File: src/rtl/flag_update_unit.sv
// Purpose: holds the {N,Z,V} condition flags written by EX-stage instructions and tracks in-flight flag writers.
// Latency: a committing flag writer in EX at cycle t is visible on flag_reg at t+1; flags_pending is registered.
// Backpressure: ex_stall freezes flag_reg and the EX retire event; the optional FLAG_BYPASS_EN macro adds flag_fwd.
module flag_update_unit #(
    parameter int DATA_W = 16,
    parameter int PEND_W = 2
) (
    input  logic              clk,
    input  logic              rst,
    input  logic              ex_valid,
    input  logic              ex_stall,
    input  logic              ex_flush,
    input  logic [3:0]        alu_op,
    input  logic [DATA_W-1:0] alu_result,
    input  logic              alu_ovfl,
    input  logic              id_issue_flag_wr,
    output logic [2:0]        flag_reg,
    output logic              flags_updated,
    output logic              flags_pending
`ifdef FLAG_BYPASS_EN
    ,
    output logic [2:0]        flag_fwd
`endif
);

    // Opcode encodings that own flag-write permissions.
    localparam logic [3:0] OP_ADD = 4'b0000;
    localparam logic [3:0] OP_SUB = 4'b0001;
    localparam logic [3:0] OP_XOR = 4'b0010;
    localparam logic [3:0] OP_SLL = 4'b0100;
    localparam logic [3:0] OP_SRA = 4'b0101;
    localparam logic [3:0] OP_ROR = 4'b0110;

    // Mask bit positions match flag_reg: [2]=N, [1]=Z, [0]=V.
    localparam logic [2:0] MASK_NZV  = 3'b111;
    localparam logic [2:0] MASK_Z    = 3'b010;
    localparam logic [2:0] MASK_NONE = 3'b000;

    localparam logic [PEND_W-1:0] PEND_MAX  = '1;
    localparam logic [PEND_W-1:0] PEND_ZERO = '0;
    localparam logic [PEND_W-1:0] PEND_ONE  = PEND_W'(1);

    logic [2:0]        r_flag;
    logic              r_updated;
    logic [PEND_W-1:0] r_cnt;
    logic              r_pending;

    logic              w_commit;
    logic              w_leave_ex;
    logic [2:0]        w_mask;
    logic [2:0]        w_new_flags;
    logic [2:0]        w_flag_nxt;
    logic              w_inc;
    logic              w_dec;
    logic [PEND_W-1:0] w_cnt_nxt;

    // An instruction commits only if it is valid, moving, and not squashed;
    // it leaves EX whenever it is valid and moving, squashed or not.
    assign w_commit   = ex_valid & ~ex_stall & ~ex_flush;
    assign w_leave_ex = ex_valid & ~ex_stall;

    // Architectural flag-write permissions per opcode; everything else writes nothing.
    always_comb begin
        w_mask = MASK_NONE;
        case (alu_op)
            OP_ADD, OP_SUB:         w_mask = MASK_NZV;
            OP_XOR, OP_SLL,
            OP_SRA, OP_ROR:         w_mask = MASK_Z;
            default:                w_mask = MASK_NONE;
        endcase
    end

    // Candidate flag values derived from the ALU outputs.
    assign w_new_flags = {alu_result[DATA_W-1], (alu_result == '0), alu_ovfl};

    // Merge masked new flags with held flags on commit; otherwise hold.
    always_comb begin
        w_flag_nxt = r_flag;
        if (w_commit) begin
            w_flag_nxt = (w_mask & w_new_flags) | (~w_mask & r_flag);
        end
    end

    // Flag register and its update pulse; the pulse fires on any non-zero-mask commit.
    always_ff @(posedge clk or posedge rst) begin
        if (rst) begin
            r_flag    <= 3'b000;
            r_updated <= 1'b0;
        end else begin
            r_flag    <= w_flag_nxt;
            r_updated <= w_commit & (|w_mask);
        end
    end

    assign w_inc = id_issue_flag_wr;

`ifdef FLAG_BYPASS_EN
    logic r_issue_d;

    // With forwarding, a writer stops being "pending" as soon as it enters EX,
    // which is the cycle after decode issued it.
    always_ff @(posedge clk or posedge rst) begin
        if (rst) begin
            r_issue_d <= 1'b0;
        end else begin
            r_issue_d <= id_issue_flag_wr;
        end
    end

    assign w_dec    = r_issue_d;
    assign flag_fwd = w_flag_nxt;
`else
    // Without forwarding, a writer is pending until it leaves EX (flushed writers
    // also leave, so they retire the count without writing flags).
    assign w_dec = w_leave_ex & (|w_mask);
`endif

    // Saturating in-flight counter: simultaneous issue and retire cancel out,
    // increments stop at the maximum, decrements stop at zero.
    always_comb begin
        w_cnt_nxt = r_cnt;
        if (w_inc && !w_dec) begin
            if (r_cnt != PEND_MAX) begin
                w_cnt_nxt = r_cnt + PEND_ONE;
            end
        end else if (!w_inc && w_dec) begin
            if (r_cnt != PEND_ZERO) begin
                w_cnt_nxt = r_cnt - PEND_ONE;
            end
        end
    end

    // Counter and its non-zero indication are registered together.
    always_ff @(posedge clk or posedge rst) begin
        if (rst) begin
            r_cnt     <= PEND_ZERO;
            r_pending <= 1'b0;
        end else begin
            r_cnt     <= w_cnt_nxt;
            r_pending <= (w_cnt_nxt != PEND_ZERO);
        end
    end

    assign flag_reg      = r_flag;
    assign flags_updated = r_updated;
    assign flags_pending = r_pending;

endmodule

File: config.mk
export PLATFORM = sky130hd
export DESIGN_NAME = flag_update_unit
export DESIGN_NICKNAME = d
export VERILOG_FILES = /design/src/rtl/flag_update_unit.sv
export SDC_FILE = /design/constraint.sdc
export NUM_CORES = 1
export LEC_CHECK = 0
export ABC_AREA = 0
export CAP_MARGIN = 20
export CORE_AREA = 4 4 41 43
export DETAILED_ROUTE_END_ITERATION = 6
export DIE_AREA = 0 0 45 47
export PLACE_DENSITY = 0.72
export SYNTH_ARGS = -nofsm -noshare
export SYNTH_HDL_FRONTEND = slang
export SYNTH_SLANG_ARGS = --single-unit
File: constraint.sdc
create_clock -name clk -period 1.8 [get_ports clk]
set_clock_uncertainty 0.15 [all_clocks]
set_input_delay 0.45 -clock clk [delete_from_list [all_inputs] [get_ports clk]]
set_output_delay 0.45 -clock clk [all_outputs]
set_load 0.005 [all_outputs]
==> results.md <==
- The arrival time reported for the critical path endpoint is about 1.7 ns.
- The switching share of power is 23.1%.
- After technology mapping, the gate count stands at 31.
- The flow ran to the end, and the final reports show no timing, DRC or antenna violations.
- The remaining antenna violation count is 0.
- During synthesis, Yosys emitted a total of 0 warnings.
- Measured against its own limit, the worst slew margin works out to 77.2%.
- Once the floorplan was initialized, standard cells occupied 27.1% of the core.
- The worst setup path is captured at a flop.
- Averaged over all synthesized cells, the footprint is between 10 and 15 µm².
- For this block, the routed nets add up to ~1200 µm of wire.
- The total of fill cells in the finished design is about 130.
- The count of flip-flops with a built-in enable after synthesis is 0.
- For this design the ratio of total power to cell area is 622 mW/mm².
- The overall die area is around 0.0021 mm².
- The highest routing layer actually used is met4.
- The startpoint type of the worst setup path is an input port.
- Summed over all cells, the static leakage comes to between 0.2 and 0.3 nW.
- The proportion of synthesized flip-flops having asynchronous set or reset is between 90% and 100%.
- The commonest cells after synthesis are dfrtp_1, nor4_1, a21oi_1.
- The via count of the first global-routing pass was 409.
- Entering global routing, the biggest net connects 8 pins.
- The total overflow left after global routing is 0.
- The worst register-to-register path has a setup slack of 0.70 ns.
- The total met3 wirelength after detailed routing is between 100 and 150 µm.
- By area the synthesized netlist is led by dfrtp_1, mux2_4, nor4_1, mux2i_1, a21oi_1.
- In this run the number of H-tree levels came out at 1.
- Of the cells placed in the final design, the portion with a size suffix greater than 1 is 18.8%.
- The clock tree from TritonCTS is built.
- The number of antenna violations at the first check in global routing came to 0.
- The net count after synthesis is between 50 and 60.
- The number of slew-limit violations in the final report is 0.
- The final weighted congestion in routability-driven placement is approximately 0.74.
- After clock tree synthesis, the clock-pin slew on the worst setup and hold paths is about 0.05 ns.
- Summed over all nets, the half-perimeter wirelength after detailed placement is about 1000 µm.
- Summed over its instances, the top area cell type makes up between 40% and 50% of the synthesized netlist area.
- The number of setup buffers added after CTS is 0.
- The total number of placement rows is 13.
- Timing analysis after detailed placement gives a worst setup slack of -0.510 ns.
- For this run, design rule violations remaining after detail routing come to 0.
- The total setup violations reported at the end of the flow is 0.
- The wire length the detailed router placed on met1 is approximately 460 µm.
- For this run, the top clock speed supported by timing is around 570 MHz.
- The number of endpoints with negative hold slack in the final report is 0.
- The number of hold buffers added after CTS is 0.
- The class of the most critical hold timing path is in -> async.
- The startpoint-to-endpoint class of the critical path is in -> reg.
- In the post-route analysis, the smallest setup slack over all paths is 0.0540 ns.
- The area of combinational cells with multiple inputs is about 170 µm².
- The starting DRC count in detailed routing is 12.
- Dividing the detail-routed wire length by the instance count gives approximately 14 µm.
- The total via count in the routed design is around 390.
- The max capacitance violation total is 0.
- Cells fill a little under three fifths of the core in the end.
- The transition time of the tightest slew-check pin is about 0.34 ns.
- dfrtp_1 is the most common cell in the netlist.
- The count of clock tree sinks is 7.
- The count of placed standard cells in the final layout, fillers left out is 84.
- The CTS buffer count is 3.
- The register area share after synthesis is around half.
- The portion of the clock cycle consumed by the worst path in the final layout is a little over nine tenths.
- The required time at the endpoint of the critical path is 1.79 ns.
- 0 antenna diodes ended up in the layout.
- In the detailed route, the total length drawn on met2 is between 600 and 700 µm.
- For the finished layout, the period the worst path requires is approximately 1.7 ns.
- Combinational cells account for between 20% and 30% of the total power.
- Compared with the post-synthesis result, the final layout area differs by 105%.
- The worst vdd rail ir drop is approximately 460 µV.
- The latest clock arrival within the worst-skew pair is ~0.26 ns.
- The clock share of power is between 30% and 40%.
- Sequential cells burn between 40% and 50% of the power.
- The power spent charging and discharging nets is between 0.1 and 0.15 mW.
- The first-pass iteration count of the detailed router is 3.
- In this run the cell area of the synthesized design comes to 353 µm².
- Dividing the detail-routed via count by the number of cells gives 4.61.
- The width of the chip is 45 µm.
- The worst-case clock buffer depth is 2.
- The dominant synthesized flop cell is dfrtp_1.
- The internal power is around 0.35 mW.
- The first global-routing pass estimated roughly 1800 µm of wire.
- The final layout contains 97 nets.
- The sequential cell area is 175 µm².
- Pin placement for this block handled 32 I/O pins.
- The die height is approximately 47 µm.
- The cell total after placement is 80.
- Synthesis instantiated 16 different standard cells from the library.
- The core region is 0.00130 mm².
- The total of flip-flops plus latches after synthesis is 7.
- The largest driver fanout on the critical path is 2.
- Port buffering added 31 buffers.
- The root buffer cell is clkbuf_4.
- Summed over all instances, the cell type with the most area after synthesis is dfrtp_1.
- The overall routing resource usage is roughly an eighth.
- Setup repair after global routing left no endpoint under its margin.
cells in the final DEF, fill, tap and decap left out:
| master | count |
|---|---|
| nand2_1 | 1 |
| a211oi_1 | 1 |
| buf_6 | 1 |
| clkdlybuf4s50_1 | 28 |
| clkbuf_4 | 3 |
| o21bai_1 | 2 |
| a221oi_1 | 1 |
| buf_2 | 2 |
| nor2_1 | 1 |
| or3b_4 | 1 |
| o21ai_0 | 1 |
| dfrtp_1 | 7 |
| a21oi_1 | 3 |
| clkbuf_1 | 1 |
| a21boi_0 | 1 |
| or4_4 | 1 |
| nand4_1 | 1 |
| mux2i_1 | 2 |
| inv_1 | 2 |
| mux2_4 | 2 |
| buf_4 | 3 |
| nor4_1 | 4 |
logic make-up after synthesis:
kind of cell	share of synthesized area, %
mux	14.2
simple gates	17.4
buf+inv	2.13
compound gates	16.7
flops	49.6
power groups by stage:
| stage | logic (mW) | registers (mW) | clock network [mW] |
|---|---|---|---|
| floorplan | 0.0294 | 0.183 | 0 |
| CTS | 0.121 | 0.180 | 0.159 |
| global placement | 0.119 | 0.182 | 0 |
| detailed placement | 0.122 | 0.183 | 0 |
| global route | 0.128 | 0.182 | 0.172 |
| finish | 0.120 | 0.180 | 0.149 |
area by class of cell:
class / instances / area share, %
repair buffers: 34 / 44.9
well taps: 15 / 2.60
clock buffers: 4 / 3.64
multi-input cells: 22 / 23.6
flip-flops and latches: 7 / 24.3
inverters: 2 / 1.04
critical path, cell delays in order:
cell and delay [ns]:
clkdlybuf4s50_1 0.41, or4_4 0.56, mux2_4 0.32
through the flow:
step           hold WS [ns]  total power, mW  cell area [µm²]   TNS, ns
2_1_floorplan         0.103            0.212              353    -0.101
5_1_grt               0.286            0.482              722         0
3_5_place_dp          0.349            0.306              704     -2.38
3_3_place_gp          0.348            0.302              704     -2.26
6_report              0.277            0.449              722         0
4_1_cts               0.277            0.461              722  -0.00214
worst paths after layout:
kind / startpoint / to / cells after the start
hold / removal: rst / asynchronous set/reset pin / 2
min in group clk: flop / flop / 1
max in group asynchronous: rst / flags_updated$_DFF_PP0_ / 2
hold reg to reg: flop / flop / 1
setup reg to reg: r_cnt[0]$_DFF_PP0_ / r_cnt[0]$_DFF_PP0_ / 3
setup / recovery: alu_op[2] / flop / 3
repair_timing:
item | in CTS | in global routing
setup endpoints to repair | 4 | 2
pin swaps | 2 | 1
resized for setup | 10 | 0
routing by layer:
| metal | track usage [%] | vias up |
|---|---|---|
| met5 | 0 | - |
| met2 | 19.5 | 18 |
| met1 | 14.3 | 169 |
| met4 | 8.77 | 0 |
| met3 | 5.75 | 2 |
| li1 | - | 198 |
(Power assumes the default switching activity.)
==> RTL change 1 (config.mk and constraints unchanged) <==
Build with the macro `FLAG_BYPASS_EN` defined.
--- a/src/rtl/flag_update_unit.sv
+++ b/src/rtl/flag_update_unit.sv
@@ -1,6 +1,8 @@
 // Purpose: holds the {N,Z,V} condition flags written by EX-stage instructions and tracks in-flight flag writers.
 // Latency: a committing flag writer in EX at cycle t is visible on flag_reg at t+1; flags_pending is registered.
 // Backpressure: ex_stall freezes flag_reg and the EX retire event; the optional FLAG_BYPASS_EN macro adds flag_fwd.
+`define FLAG_BYPASS_EN
+
 module flag_update_unit #(
     parameter int DATA_W = 16,
     parameter int PEND_W = 2
Formal check against the unedited RTL (old outputs only; new: flag_fwd): not equivalent (Yosys sat finds a counterexample within 4 cycles, from zero or initial values and one cycle with rst high).
==> RTL change 1 against the original RTL <==
The run now ends with setup timing left. Area after synthesis grew 3.9%. Cell area is 9.9% higher. First-iteration DRC count down 100%. Power increased by 17%. Worst setup slack got worse by 0.72 ns. Routed wire length decreased by 3.0%. Via count increased by 9.0%. Sequential cell count rose by 1.
==> RTL change 1: results <==
setup_path:
  critical_path_arrival_ns: 1.87
  slowest_stage: "sky130_fd_sc_hd__or4b_4"
  rrSetupSlack_ns: 0.66
  critical_path.startpoint: "ex_flush"
  worstReg2RegStart: "r_issue_d"
timing:
  slew-limit-headroom_pct: 79.8
  aggregate_negative_setup_slack_ns: -1.95
  final.setup.worst_slack_ns: -0.666
  finalSetupViolations: 3
  final.hold.worst_slack_ns: 0.296
global_routing:
  grt_first_pass_wirelength_um: 1920
  number_of_global_route_vias_before_repair: 493
  grt_start_max_net_pins: 9
  grtUsageTotal_pct: 13.9
cells_and_area:
  area_taken_by_multi_input_logic_gates_um2: 174
  nFillCells: 125
  layoutNonFillerInstCount: 88
  final-seq-area_um2: 200
  signal_buffer_area_fraction_pct: 46.7
  multi_input_area_share_pct: 21.9
  drive_gt1_share_pct: 26.0
  nNetsFinal: 102
pwr:
  ir_worst_vdd_mv: 0.304
  total_leakage_power_nw: 0.340
synthesis:
  syn_inst: 32
  postSynthNetCount: 59
  yosysUniqueCellTypes: 15
  synth_seq_area_share_pct: 54.6
  ys_top_cells_by_count: "sky130_fd_sc_hd__dfrtp_1 (8), sky130_fd_sc_hd__nor4_1 (4), sky130_fd_sc_hd__nand2_1 (3), sky130_fd_sc_hd__nor2b_1 (3)"
  yosys-top-cells-area: "sky130_fd_sc_hd__dfrtp_1 (55%), sky130_fd_sc_hd__mux2_4 (8.2%), sky130_fd_sc_hd__nor4_1 (6.8%)"
  ys_seq_elements: 8
placement:
  portBuffers: 34
  dpl.cell_count: 82
  final_weighted_congestion_in_routability_driven_placement: 0.687
cts:
  cts_resized: 27
  postCtsSetupBuffers: 1
routing:
  detail_route.wirelength_um: 1160
  routed-via-count: 422
  drt_pass1_iterations: 1
  drt-initial-drc-count: 0
status:
  outcome: "finished with violations"
  violations: "setup timing"
## RTL change 1: power breakdown
group          total [mW]  switching (mW)  internal (mW)  leakage [nW]
Combinational       0.173          0.0520          0.121         0.229
Clock               0.132          0.0563         0.0760        0.0138
Sequential          0.220          0.0160          0.204        0.0966
## RTL change 1: cells by family (layout without fill, tap and decap cells)
kind of cell / count (synthesis) / after routing / synth area share [%]
muxes: 3 / 3 / 10.9
AOI/OAI and AO/OA: 5 / 5 / 8.19
DFF: 8 / 8 / 54.6
and+or+nand+nor: 14 / 14 / 24.2
buffers and inverters: 2 / 43 / 2.05
## RTL change 1: stage by stage
stage                     setup slack [ns]  power (mW)
final                               -0.666       0.526
after global routing                -0.699       0.561
after CTS                           -0.726       0.531
after detailed placement             -1.33       0.392
after global placement               -1.30       0.388
after floorplan                     -0.426       0.267
## RTL change 1: per-layer routing
metal  vias up  part of all wire, %  GRT usage, %
met4         0                  2.2          10.5
met3         4                   23          11.1
li1        202                    -             -
met1       181                   31          12.0
met5         -                    0             0
met2        35                   43          21.5
==> RTL change 2 (config.mk and constraints unchanged) <==
Without the edit above. Register the output `flag_reg` once more, cleared by the reset; this adds one clock of latency there. The other outputs are not delayed to match. Comments in the files are not updated.
--- a/src/rtl/flag_update_unit.sv
+++ b/src/rtl/flag_update_unit.sv
@@ -141,7 +141,13 @@
         end
     end
 
-    assign flag_reg      = r_flag;
+    always_ff @(posedge clk or posedge rst) begin
+        if (rst) begin
+            flag_reg <= '0;
+        end else begin
+            flag_reg <= r_flag;
+        end
+    end
     assign flags_updated = r_updated;
     assign flags_pending = r_pending;
 
Check against the original RTL: not equivalent (Yosys sat finds a counterexample within 4 cycles, from zero or initial values and one cycle with rst high).
==> RTL change 2 against the original RTL <==
Highest routed layer unchanged. Power up 16%. Non-clock buffer count down 2. Routed wire length down 13%. Worst setup slack better by 0.0066 ns. Area after synthesis up 25%. Sequential cell count up 3. Cell area up 11%. Maximum frequency up 0.38%.
==> RTL change 2: results <==
synthesis:
  postSynthNetCount: 65
  yosysUniqueCellTypes: 17
  mean_instance_size_in_the_synthesized_netlist_um2: 11.6
  yosys-top-cells-area: "sky130_fd_sc_hd__dfrtp_1 (57%), sky130_fd_sc_hd__mux2_4 (6.8%), sky130_fd_sc_hd__nor4_1 (5.7%)"
  async_flop_share_pct: 100
  yosys-mux-area-fraction_pct: 11.3
  ys_top_cells_by_count: "sky130_fd_sc_hd__dfrtp_1 (10), sky130_fd_sc_hd__nor4_1 (4), sky130_fd_sc_hd__a21oi_1 (3), sky130_fd_sc_hd__inv_1 (3)"
  synth-compound-area-share_pct: 7.37
  synth_seq_area_share_pct: 56.7
global_routing:
  grtUsageTotal_pct: 12.1
  grt_start_max_net_pins: 11
  grt_antenna_before_repair: 0
  number_of_global_route_vias_before_repair: 426
  grt_first_pass_wirelength_um: 1750
cells_and_area:
  nNetsFinal: 102
  drive_gt1_share_pct: 11.0
routing:
  post_drt_via_cell_ratio: 5.05
  drt_pass1_iterations: 6
  drt-initial-drc-count: 1
  routed-via-count: 444
  detail_route.wirelength_um: 1040
cts:
  cts_resized: 0
  tritoncts_buffer_count: 3
  root_buffer: "sky130_fd_sc_hd__clkbuf_4"
  cts.clk_slew.worst_paths_ns: 0.05
  max_buffers_root_to_sink: 2
timing:
  tightest_slew_ns: 0.352
  fmaxAchievable_mhz: 575
setup_path:
  slowest_stage: "sky130_fd_sc_hd__clkdlybuf4s50_1"
  critical_path_arrival_ns: 1.73
  critPathMaxStageDelay_ns: 0.41
  critical_path.startpoint: "alu_op[3]"
  critPathMaxFanout: 2
  critPathTopFamily: "simple AND/OR/NAND/NOR gates"
  worstReg2RegStart: "r_cnt[0]"
status:
  outcome: "complete, no violations"
hold_path:
  min_path_type: "flip-flop to flip-flop"
pwr:
  total_leakage_power_nw: 0.336
  ir_worst_vdd_mv: 0.263
placement:
  portBuffers: 31
  final_weighted_congestion_in_routability_driven_placement: 0.609
  preCtsSetupSlack_ns: -0.212
  dpl.cell_count: 85
  detailed_place.area_um2: 778
RTL change 2: cell count changes in the layout (fill, tap and decap cells not counted), moves of 2 or more:
cell / unedited run / this run
sky130_fd_sc_hd__buf_2: 2 / 0
sky130_fd_sc_hd__dfrtp_1: 7 / 10
sky130_fd_sc_hd__buf_4: 3 / 1
sky130_fd_sc_hd__clkdlybuf4s50_1: 28 / 31
sky130_fd_sc_hd__nand3b_1: 0 / 2
sky130_fd_sc_hd__o21bai_1: 2 / 0
RTL change 2: routing by layer:
| metal | routed length (µm) | global-route usage [%] |
|---|---|---|
| met1 | 374 | 12.5 |
| met2 | 477 | 19.8 |
| met3 | 166 | 3.83 |
| met4 | 19 | 10.5 |
| met5 | 0 | 0 |
RTL change 2: report_power, final:
group	switching, mW	total (mW)	internal (mW)
combinational	0.0297	0.119	0.0890
sequential	0.0129	0.263	0.250
clock	0.0625	0.139	0.0764
RTL change 2: cells by family after synthesis:
| kind of cell | after synthesis |
|---|---|
| DFF | 10 |
| buffers and inverters | 3 |
| and+or+nand+nor | 15 |
| muxes | 4 |
| AOI/OAI and AO/OA | 6 |
RTL change 2: cell type report:
cell class | instances | area (µm²)
fill | 132 | 500
timing repair buffer | 32 | 318
multi-input combinational | 25 | 180
tap | 15 | 18.8
sequential | 10 | 250
inverter | 3 | 11.3
clock buffer | 3 | 22.5
RTL change 2: path summary, 6_finish.rpt:
kind,to,slack (ns),cells past startpoint
max,flip-flop,0.06,5
max in group asynchronous,flags_updated,0.93,2
max reg2reg,r_cnt[0],0.69,3
min,flag_reg[1],0.23,0
min in group asynchronous,flag_reg[0],0.31,2
min reg2reg,flag_reg[1],0.23,0
